===== src/rtl/pipe_ctrl_pkg.sv =====
// bexkat1Def: shared pipeline-control state encoding and stage bit indices.
package bexkat1Def;
  typedef enum logic [1:0] {RUN, FLUSH, HALT} pipe_state_t;
  localparam int STG_IF  = 0;
  localparam int STG_ID  = 1;
  localparam int STG_EX  = 2;
  localparam int STG_MEM = 3;
  localparam int STG_WB  = 4;
endpackage


===== src/rtl/pipe_ctrl.sv =====
// pipe_ctrl: pipeline stall/flush/redirect/halt sequencer.
// Optional interrupt accept path enabled by PIPE_CTRL_IRQ_EN.
module pipe_ctrl
  import bexkat1Def::*;
#(
  parameter int          FLUSH_CYCLES = 3,
  parameter logic [31:0] IRQ_VECTOR   = 32'hFFFFFFE0
) (
  input  logic        clk_i,
  input  logic        rst_i,
  input  logic        pc_set_i,
  input  logic [31:0] pc_i,
  input  logic [31:0] wb_pc_i,
  input  logic        mem_stall_i,
  input  logic        halt_i,
  output logic [4:0]  stall_o,
  output logic [3:0]  flush_o,
  output logic [31:0] fetch_pc_o,
  output logic        fetch_pc_load_o,
  output logic        halted_o
`ifdef PIPE_CTRL_IRQ_EN
  ,
  input  logic        irq_i,
  output logic        irq_ack_o,
  output logic [31:0] epc_o
`endif
);
  localparam logic [3:0] CNT_INIT = 4'(FLUSH_CYCLES - 1);
  pipe_state_t state, state_n;
  logic [3:0] cnt, cnt_n;
  logic pending, pending_n, first, first_n, irq_take;
  logic [31:0] redirect_pc, redirect_pc_n;
`ifdef PIPE_CTRL_IRQ_EN
  // Interrupts yield to halt, a new redirect and a pending redirect.
  assign irq_take = irq_i && !mem_stall_i &&
                    (state == HALT || (state == RUN && !halt_i && !pc_set_i && !pending));
  always_ff @(posedge clk_i or negedge rst_i)
    if (!rst_i) begin
      irq_ack_o <= 1'b0;
      epc_o     <= '0;
    end else begin
      irq_ack_o <= irq_take;
      if (irq_take) epc_o <= wb_pc_i;
    end
`else
  logic unused_wb;
  assign irq_take  = 1'b0;
  assign unused_wb = ^wb_pc_i;
`endif
  always_ff @(posedge clk_i or negedge rst_i)
    if (!rst_i) begin
      state       <= RUN;
      cnt         <= '0;
      pending     <= 1'b0;
      first       <= 1'b0;
      redirect_pc <= '0;
    end else begin
      state       <= state_n;
      cnt         <= cnt_n;
      pending     <= pending_n;
      first       <= first_n;
      redirect_pc <= redirect_pc_n;
    end
  always_comb begin
    state_n       = state;
    cnt_n         = cnt;
    pending_n     = pending;
    first_n       = 1'b0;
    redirect_pc_n = redirect_pc;
    case (state)
      RUN:
        if (halt_i) begin
          state_n   = HALT;
          pending_n = 1'b0;
        end else if (pc_set_i) begin
          // A redirect under a bus wait is parked until the wait drops.
          redirect_pc_n = pc_i;
          pending_n     = mem_stall_i;
          if (!mem_stall_i) begin
            state_n = FLUSH;
            cnt_n   = CNT_INIT;
            first_n = 1'b1;
          end
        end else if (pending && !mem_stall_i) begin
          state_n   = FLUSH;
          cnt_n     = CNT_INIT;
          first_n   = 1'b1;
          pending_n = 1'b0;
        end else if (irq_take) begin
          state_n       = FLUSH;
          cnt_n         = CNT_INIT;
          first_n       = 1'b1;
          redirect_pc_n = IRQ_VECTOR;
        end
      FLUSH:
        if (!mem_stall_i) begin
          if (cnt == 4'd0) state_n = RUN;
          else cnt_n = cnt - 4'd1;
        end
      HALT:
        if (irq_take) begin
          state_n       = FLUSH;
          cnt_n         = CNT_INIT;
          first_n       = 1'b1;
          redirect_pc_n = IRQ_VECTOR;
        end
      default: state_n = RUN;
    endcase
  end
  assign stall_o         = (mem_stall_i || state == HALT) ? 5'h1F : 5'h00;
  assign flush_o         = (state == FLUSH) ? 4'hF : 4'h0;
  assign fetch_pc_o      = redirect_pc;
  assign fetch_pc_load_o = (state == FLUSH) && first;
  assign halted_o        = (state == HALT);
endmodule


===== config.mk =====
export PLATFORM = sky130hd
export DESIGN_NAME = pipe_ctrl
export DESIGN_NICKNAME = d
export VERILOG_FILES = /design/src/rtl/pipe_ctrl_pkg.sv /design/src/rtl/pipe_ctrl.sv
export SDC_FILE = /design/constraint.sdc
export NUM_CORES = 1
export LEC_CHECK = 0
export ABC_CLOCK_PERIOD_IN_PS = 2100
export CAP_MARGIN = 20
export CORE_MARGIN = 3
export CORE_UTILIZATION = 61
export CTS_BUF_LIST = sky130_fd_sc_hd__clkbuf_8 sky130_fd_sc_hd__clkbuf_16
export CTS_CLUSTER_DIAMETER = 120
export DETAILED_ROUTE_END_ITERATION = 8
export DONT_BUFFER_PORTS = 1
export GPL_ROUTABILITY_DRIVEN = 0
export HOLD_SLACK_MARGIN = 0.1
export PLACE_DENSITY = 0.75
export SETUP_SLACK_MARGIN = 0.5
export SYNTH_ARGS = -nofsm -noshare
export SYNTH_HDL_FRONTEND = slang
export SYNTH_SLANG_ARGS = --single-unit
export TNS_END_PERCENT = 100

===== constraint.sdc =====
create_clock -name clk_i -period 2.1 [get_ports clk_i]
set_input_delay 0.525 -clock clk_i [delete_from_list [all_inputs] [get_ports clk_i]]
set_output_delay 0.525 -clock clk_i [all_outputs]
set_load 0.01 [all_outputs]

==> flow_results.org, run 1 <==
** Timing
- Between clock sinks in the finished design, the worst skew comes to 5.01 ps.
- The worst path in the final design needs a cycle of 1800 ps, including I/O delays and setup.
- Tightest Pin Transition :: 373 ps
- Sum of negative setup slack :: 0 ps
- Measured against its own limit, the worst slew margin works out to 75.1%.
- Setup repair after global routing could not meet its margin everywhere.
- Number of pins exceeding their max-slew limit in the final report :: 0
- The final critical path takes up 85.9% of the cycle.
- Based on the critical path, the design can be clocked at up to 554 MHz.
- The final number of hold-violating endpoints is 0.
- Final Setup Violations :: 0
- Minimum setup slack in the final design :: 295 ps

** Route
- ANT nets after route :: 0
- Per-cell via count in the routed design :: 5.99
- Summing over every cut layer, the via total after detailed routing is 983.
- Iter 0 DRT Violations :: 39
- In the final routed layout, each cell accounts on average for 21.9 um.
- Drt pass-1 iters :: 4
- Wires add up to 3590 um.
- After detailed routing, the number of remaining DRC violations is 0.

** GRT
- After global routing the overflow that remains totals 0.
- Entering global routing, the biggest net connects 41 pins.
- Global routing used 22.2% of the available tracks.
- The number of global-route vias before repair was 1,141.
- Number of antenna violations at the first check in global routing :: 0
- The first global-routing pass estimated 5550 um of wire.

** Clock tree
- The H-tree generated during clock tree synthesis spans 2 levels.
- The tree built by TritonCTS fans out to 40 sinks.
- Cell chosen for the clock root :: clkbuf_8
- After clock tree synthesis, the clock-pin slew on the worst setup and hold paths is 80 ps.
- TritonCTS built the clock tree.
- CTS max path bufs :: 2
- Clock latency of the later-clocked register in the worst-skew pair :: 290 ps
- Buffers inserted during clock tree synthesis total 5.

** Floorplanning
- In this run the vertical extent of the chip is 58.9 um.
- From left edge to right edge, the die measures 58.9 um.
- After floorplanning, the core was divided into 18 placement rows.
- The floorplan step defined a die boundary enclosing 3470 um^2.
- 112 I/O pins were placed.
- The floorplan step defined a core boundary enclosing 2570 um^2.
- Effective utilization at floorplan :: 66.6%

** Placement
- Timing analysis after detailed placement gives a worst setup slack of 450 ps.
- Detail Placement HPWL :: 2150 um
- Placed inst area :: 1680 um^2
- Count of input and output buffers :: 0

** Run
- The tool flagged a number of max-cap violations equal to 0.

** Synth
- Synthesis-stage register bit count :: 40
- The most common cell in the synthesized netlist is dfrtp_1.
- Portion of synthesized cell area occupied by the leading cell type :: 58.6%
- Fraction of synthesized area in multiplexers :: 21.7%
- Of all flip-flops after synthesis, the portion carrying an async set or reset was 100%.
- Yosys warnings :: 0
- The synthesized netlist devotes 4.98% of its cell area to compound gates.
- Counting instances in the post-synthesis netlist gives the leading cell types as dfrtp_1, mux2_2, buf_4, inv_1, nor2_1.
- Number of flops mapped to enable cells by yosys :: 0
- Share of synthesized cell area in full adder, half adder and majority cells :: 0.732%
- Simple-gate portion of the synthesized area :: 7.91%
- In the post-synthesis netlist, the biggest area contributors are dfrtp_1, mux2_2, buf_4.
- Sequential-to-total area share from yosys stat :: 58.6%
- Cells after Synth :: 118
- Number of different library cells in the post-synthesis netlist :: 28
- Dividing the synthesized area by the synthesized cell count gives 14.5 um^2.
- Largest family of logic cells by synthesized area :: multiplexers
- Synthesized Nets :: 188
- The synthesized design spends more area on one cell type than any other, namely dfrtp_1.
- The synthesized netlist occupies a cell area of 1710 um^2.
- Xor/xnor share of the synthesized area :: 0%
- Prevailing post-synth register cell :: dfrtp_1

** Power
- Areal power density over the cells :: 1080 nW/um^2
- Reported leakage power :: 0.000962 uW
- VDD sags by at most 0.983 mV.

** Finish
- Net count of the finished layout :: 203
- Final standard cell area without fillers :: 2120 um^2
- Antenna diode instance count :: 0
- Synth-to-layout area growth :: 23.9%
- Number of fill cells in the layout :: 142
- In the final layout, the multi-input gates occupy 698 um^2.
- The post-route netlist has 52.2% of its cells at a drive strength greater than 1.
- Storage cell area :: 1000 um^2

** Worst setup path
- STA classifies the critical path endpoint as an output port.
- The critical path is of the flip-flop to output port type.
- Endpoint required time on the critical path :: 1570 ps
- Launching element type of the critical path :: flip-flop
- Crit-path max FO :: 5
- Data arrives at the worst endpoint at 1280 ps.

** Run status
- The flow ran to the end, and the final reports show no timing, DRC or antenna violations.

** Hold path
- Hold Crit Class :: input pin to flip-flop
==> logic make-up after synthesis <==
group,Yosys count
simple gates,19
fa+ha+maj,1
flops,40
mux,33
buf+inv,15
compound gates,10
==> timing repair <==
action | 4_1_cts | 5_1_grt
pin swaps | 3 | 3
endpoints found under the setup margin | 42 | 46
setup buffers | 10 | 1
endpoints found under the hold margin | 40 | 0
cloned | 3 | 0
resized for setup | 29 | 8
hold buffers | 2 | 0
==> cell usage in the layout, fill, tap and decap left out, types with 2 or more instances in the layout <==
| cell | n |
|---|---|
| buf_4 | 8 |
| inv_1 | 4 |
| buf_12 | 4 |
| mux2_4 | 20 |
| buf_16 | 2 |
| nand2b_1 | 2 |
| mux2_2 | 12 |
| dfrtp_1 | 38 |
| nor2_1 | 5 |
| buf_6 | 3 |
| dfrtp_2 | 2 |
| a21oi_1 | 3 |
| nor3_1 | 2 |
| clkbuf_8 | 6 |
==> per-layer routing <==
metal	track usage, %	vias up	part of all wire [%]
li1	-	438	-
met1	25.6	483	38
met2	37.2	58	51
met3	8.77	4	9.5
met4	8.09	0	1.0
met5	0	-	0
==> sequential cells by signal (all words and copies together), names as in the netlist <==
register	flops
pending	1
first	1
state	2
cnt	4
fetch_pc_o	32
==> where the power goes <==
part | switching (uW) | internal (uW)
sequential | 260 | 992
combinational | 123 | 253
clock | 265 | 388
==> worst paths after layout <==
| kind | start | to | slack (ps) | cells past startpoint |
|---|---|---|---|---|
| setup / recovery | state[1]$_DFFE_PN0P_ | stall_o[3] | 300 | 2 |
| hold reg to reg | cnt[0]$_DFFE_PN0P_ | cnt[0]$_DFFE_PN0P_ | 520 | 1 |
| min in group asynchronous | rst_i | pending$_DFFE_PN0P_ | 700 | 2 |
| max in group asynchronous | rst_i | state[0]$_DFFE_PN0P_ | 1210 | 2 |
| hold / removal | pc_i[13] | fetch_pc_o[13]$_DFFE_PN0P_ | 380 | 1 |
| setup reg to reg | state[1]$_DFFE_PN0P_ | fetch_pc_o[10]$_DFFE_PN0P_ | 380 | 6 |
==> worst max-delay path, stage by stage (launching register included) <==
cell and delay (ps):
dfrtp_2 440, and2b_2 240, or2_4 310
==> final cells by class <==
cell class / instances / share of cell area (%)
Tap cell: 30 / 1.77
Sequential cell: 40 / 47.4
Inverter: 5 / 0.886
Clock inverter: 2 / 1.83
Clock buffer: 6 / 3.90
Multi-Input combinational cell: 63 / 33.0
Timing Repair Buffer: 18 / 11.3
==> metrics by stage <==
stage | instances | hold WS (ps) | total power [uW] | util [%]
2_1_floorplan | 118 | 229 | 1450 | -
4_1_cts | 163 | 377 | 2260 | 80.9
5_1_grt | 164 | 367 | 2400 | 82.5
3_5_place_dp | 140 | 231 | 1540 | 65.4
3_3_place_gp | 140 | 230 | 1510 | 65.4
6_report | 164 | 378 | 2280 | 82.5
(Power assumes the default switching activity.)
==> inputs of run 2 (changes only) <==
Settings changed: CTS_BUF_LIST sky130_fd_sc_hd__clkbuf_8 sky130_fd_sc_hd__clkbuf_16 to sky130_fd_sc_hd__clkbuf_16.
==> run 2 against run 1 <==
Clock skew is 3.4 ps lower. Largest cell class unchanged. Utilization rose by 0.49 points. Largest power group unchanged. Routed wire length up 3.4%. Highest routed layer unchanged.
==> flow_results.org, run 2 (same netlist as run 1, synthesis figures left out) <==
** Run status
- The run finished with clean final reports.

** Floorplanning
- Horiz. Die Dim :: 58.9 um (unchanged)
- The placeable core area came to 2570 um^2 (unchanged).
- The initial core utilization is 66.6% (unchanged).
- The number of top-level pins is 112 (unchanged).
- Placement Rows :: 18 (unchanged)
- The floorplan die height was 58.9 um (unchanged).
- Full die area :: 3470 um^2 (unchanged)

** Clock tree
- The clock sink total is 40 (unchanged).
- The clock latency reported for the late side of the worst-skew pair is 270 ps (-20 ps).
- The number of buffers added by the clock tree synthesis step came to 5 (unchanged).
- TritonCTS built the clock tree.
- Cell chosen for the clock root :: clkbuf_16
- CTS max path bufs :: 2 (unchanged)
- The clock edge transition at the registers on the reported setup and hold paths was 60 ps (-20 ps).
- H-tree depth :: 2 (unchanged)

** Timing
- Setup repair after global routing could not meet its margin everywhere.
- The time the worst path needs with I/O delays and setup is 1790 ps (-19.1 ps).
- Sum of negative setup slack :: 0 ps (unchanged)
- The maximum clock skew at final layout is 1.65 ps (-3.37 ps).
- The number of failing setup endpoints in the final timing report came to 0 (unchanged).
- WHS :: 394 ps (+16.1 ps)
- The worst-case headroom to the max-slew limit was 75.8% (+0.73 points).
- Number of pins exceeding their max-slew limit in the final report :: 0 (unchanged)
- The final number of hold-violating endpoints is 0 (unchanged).
- Tightest Pin Transition :: 362 ps (-10.9 ps)
- Final worst path period share :: 85.0% (-0.91 points)
- The top achievable clock speed came to 560 MHz (+1.1%).

** Finish
- Most common library cell in the layout ignoring fill and taps :: dfrtp_1
- The register area came to 1000 um^2 (unchanged).
- The number of nets in the final layout was 202 (-0.49%).
- The flip-flop count of the largest register, all copies and words added was 32 (unchanged).
- In the layout the commonest cells are dfrtp_1, mux2_2, mux2_4.
- The number of filler cells placed in the layout was 139 (-2.1%).
- Non-filler instance count after layout :: 163 (-0.61%)
- Relative to the synthesized area, the layout overhead comes to 24.7%.
- Fraction of layout cells with a size suffix above 1 :: 51.1% (-1.1 points)
- Antenna diode instance count :: 0 (unchanged)
- The area of the multi-input gates is 676 um^2 (-3.2%).

** Worst setup path
- The worst path required time came to 1570 ps (about the same).
- RR Startpoint :: state[0]$_DFFE_PN0P_
- Kind of critical path :: flip-flop to output port
- In this run the worst setup path begins at state[1]$_DFFE_PN0P_.
- The worst path arrival time is 1260 ps (-20 ps).
- Crit-path max FO :: 5 (unchanged)
- Launching element type of the critical path :: flip-flop
- Kind of end point of the critical path :: output port

** Placement
- Count of input and output buffers :: 0 (unchanged)
- Detail Placement HPWL :: 2150 um (unchanged)
- The placed cell count is 140 (unchanged).

** Route
- The overall routed net length was 3710 um (+3.4%).
- The detailed-route wire length per cell was 22.8 um (+4.0%).
- ANT nets after route :: 0 (unchanged)
- The routed via count divided by cell count was 6.25 (+4.3%).
- Drt drc :: 0 (unchanged)
- The number of optimization iterations in the first detailed-route pass is 4 (unchanged).
- Via total after detailed routing :: 1,019 (+3.7%)
- Iter 0 DRT Violations :: 39 (unchanged)

** GRT
- The number of antenna violations at the first check in global routing came to 0 (unchanged).
- The total grt overflow was 0 (unchanged).
- Global-route wire length before repair :: 5780 um (+4.1%)
- Overall fraction of global-route tracks in use :: 23.3% (+1.1 points)
- Vias in the first global route :: 1,193 (+4.6%)
- Maximum number of pins on one net before global-route repair :: 41 (unchanged)

** Run
- Total of max-cap violations :: 0 (unchanged)

** Power
- The standby leakage power came to 0.000964 uW (+0.21%).
- IR drop worst, VDD :: 1.02 mV (+4.3%)
- The total power divided by cell area came to 1150 nW/um^2 (+6.5%).

** Hold path
- The worst hold path belongs to the class input pin to flip-flop.
- The startpoint identified for the worst hold timing path is pc_i[29].
==> run 2: cell count changes in the layout (fill, tap and decap cells not counted), sizes merged <==
cell / previous run / this run
bufbuf: 0 / 1
clkbuf: 6 / 5
clkinv: 1 / 2
buf: 17 / 15
==> run 2: worst paths after layout <==
path	end	slack (ps)	depth (start not counted)
setup / recovery	stall_o[3]	310	2
hold / removal	fetch_pc_o[29]$_DFFE_PN0P_	390	1
setup reg to reg	fetch_pc_o[6]$_DFFE_PN0P_	390	5
hold reg to reg	cnt[0]$_DFFE_PN0P_	510	1
max in group asynchronous	state[0]$_DFFE_PN0P_	1180	2
min in group asynchronous	pending$_DFFE_PN0P_	710	2
==> run 2: metrics by stage <==
step	cell area, um^2	util, %	total power, uW	setup WS (ps)
floorplan	1710	-	1450	479
global placement	1680	65.4	1510	494
detailed placement	1680	65.4	1540	450
CTS	2110	82.3	2450	322
global route	2130	83.0	2570	274
finish	2130	83.0	2440	314
==> run 2: layout make-up <==
class,count,share of cell area (%)
timing repair buffer,17,10.7
tap,30,1.76
sequential,40,47.1
multi-input combinational,63,31.7
inverter,5,0.881
clock buffer,5,5.87
clock inverter,3,2.00
==> run 2: critical path: stages (launching register included) <==
cell,delay [ps]
dfrtp_2,430
and2b_2,240
or2_4,310
==> run 2: where the power goes <==
part	total [uW]	leakage [uW]	internal, uW	switching (uW)
registers	1250	0.000498	994	260
logic	352	0.000385	232	119
clock network	839	0.0000814	557	282
total	2440	0.000964	1780	661
==> run 2: routing by layer <==
metal	vias up	GRT usage, %	share of wire, %
met5	-	0	0
met2	62	41.0	55
met3	5	8.77	9.2
met4	0	9.39	1.1
met1	517	25.0	35
li1	435	-	-
==> run 2: what timing repair did <==
action	CTS	global route
pin swaps	3	4
setup endpoints to repair	42	45
gates resized for setup	26	4
endpoints found under the hold margin	40	0
cloned	3	0
hold buffers	2	0
buffers inserted	10	0
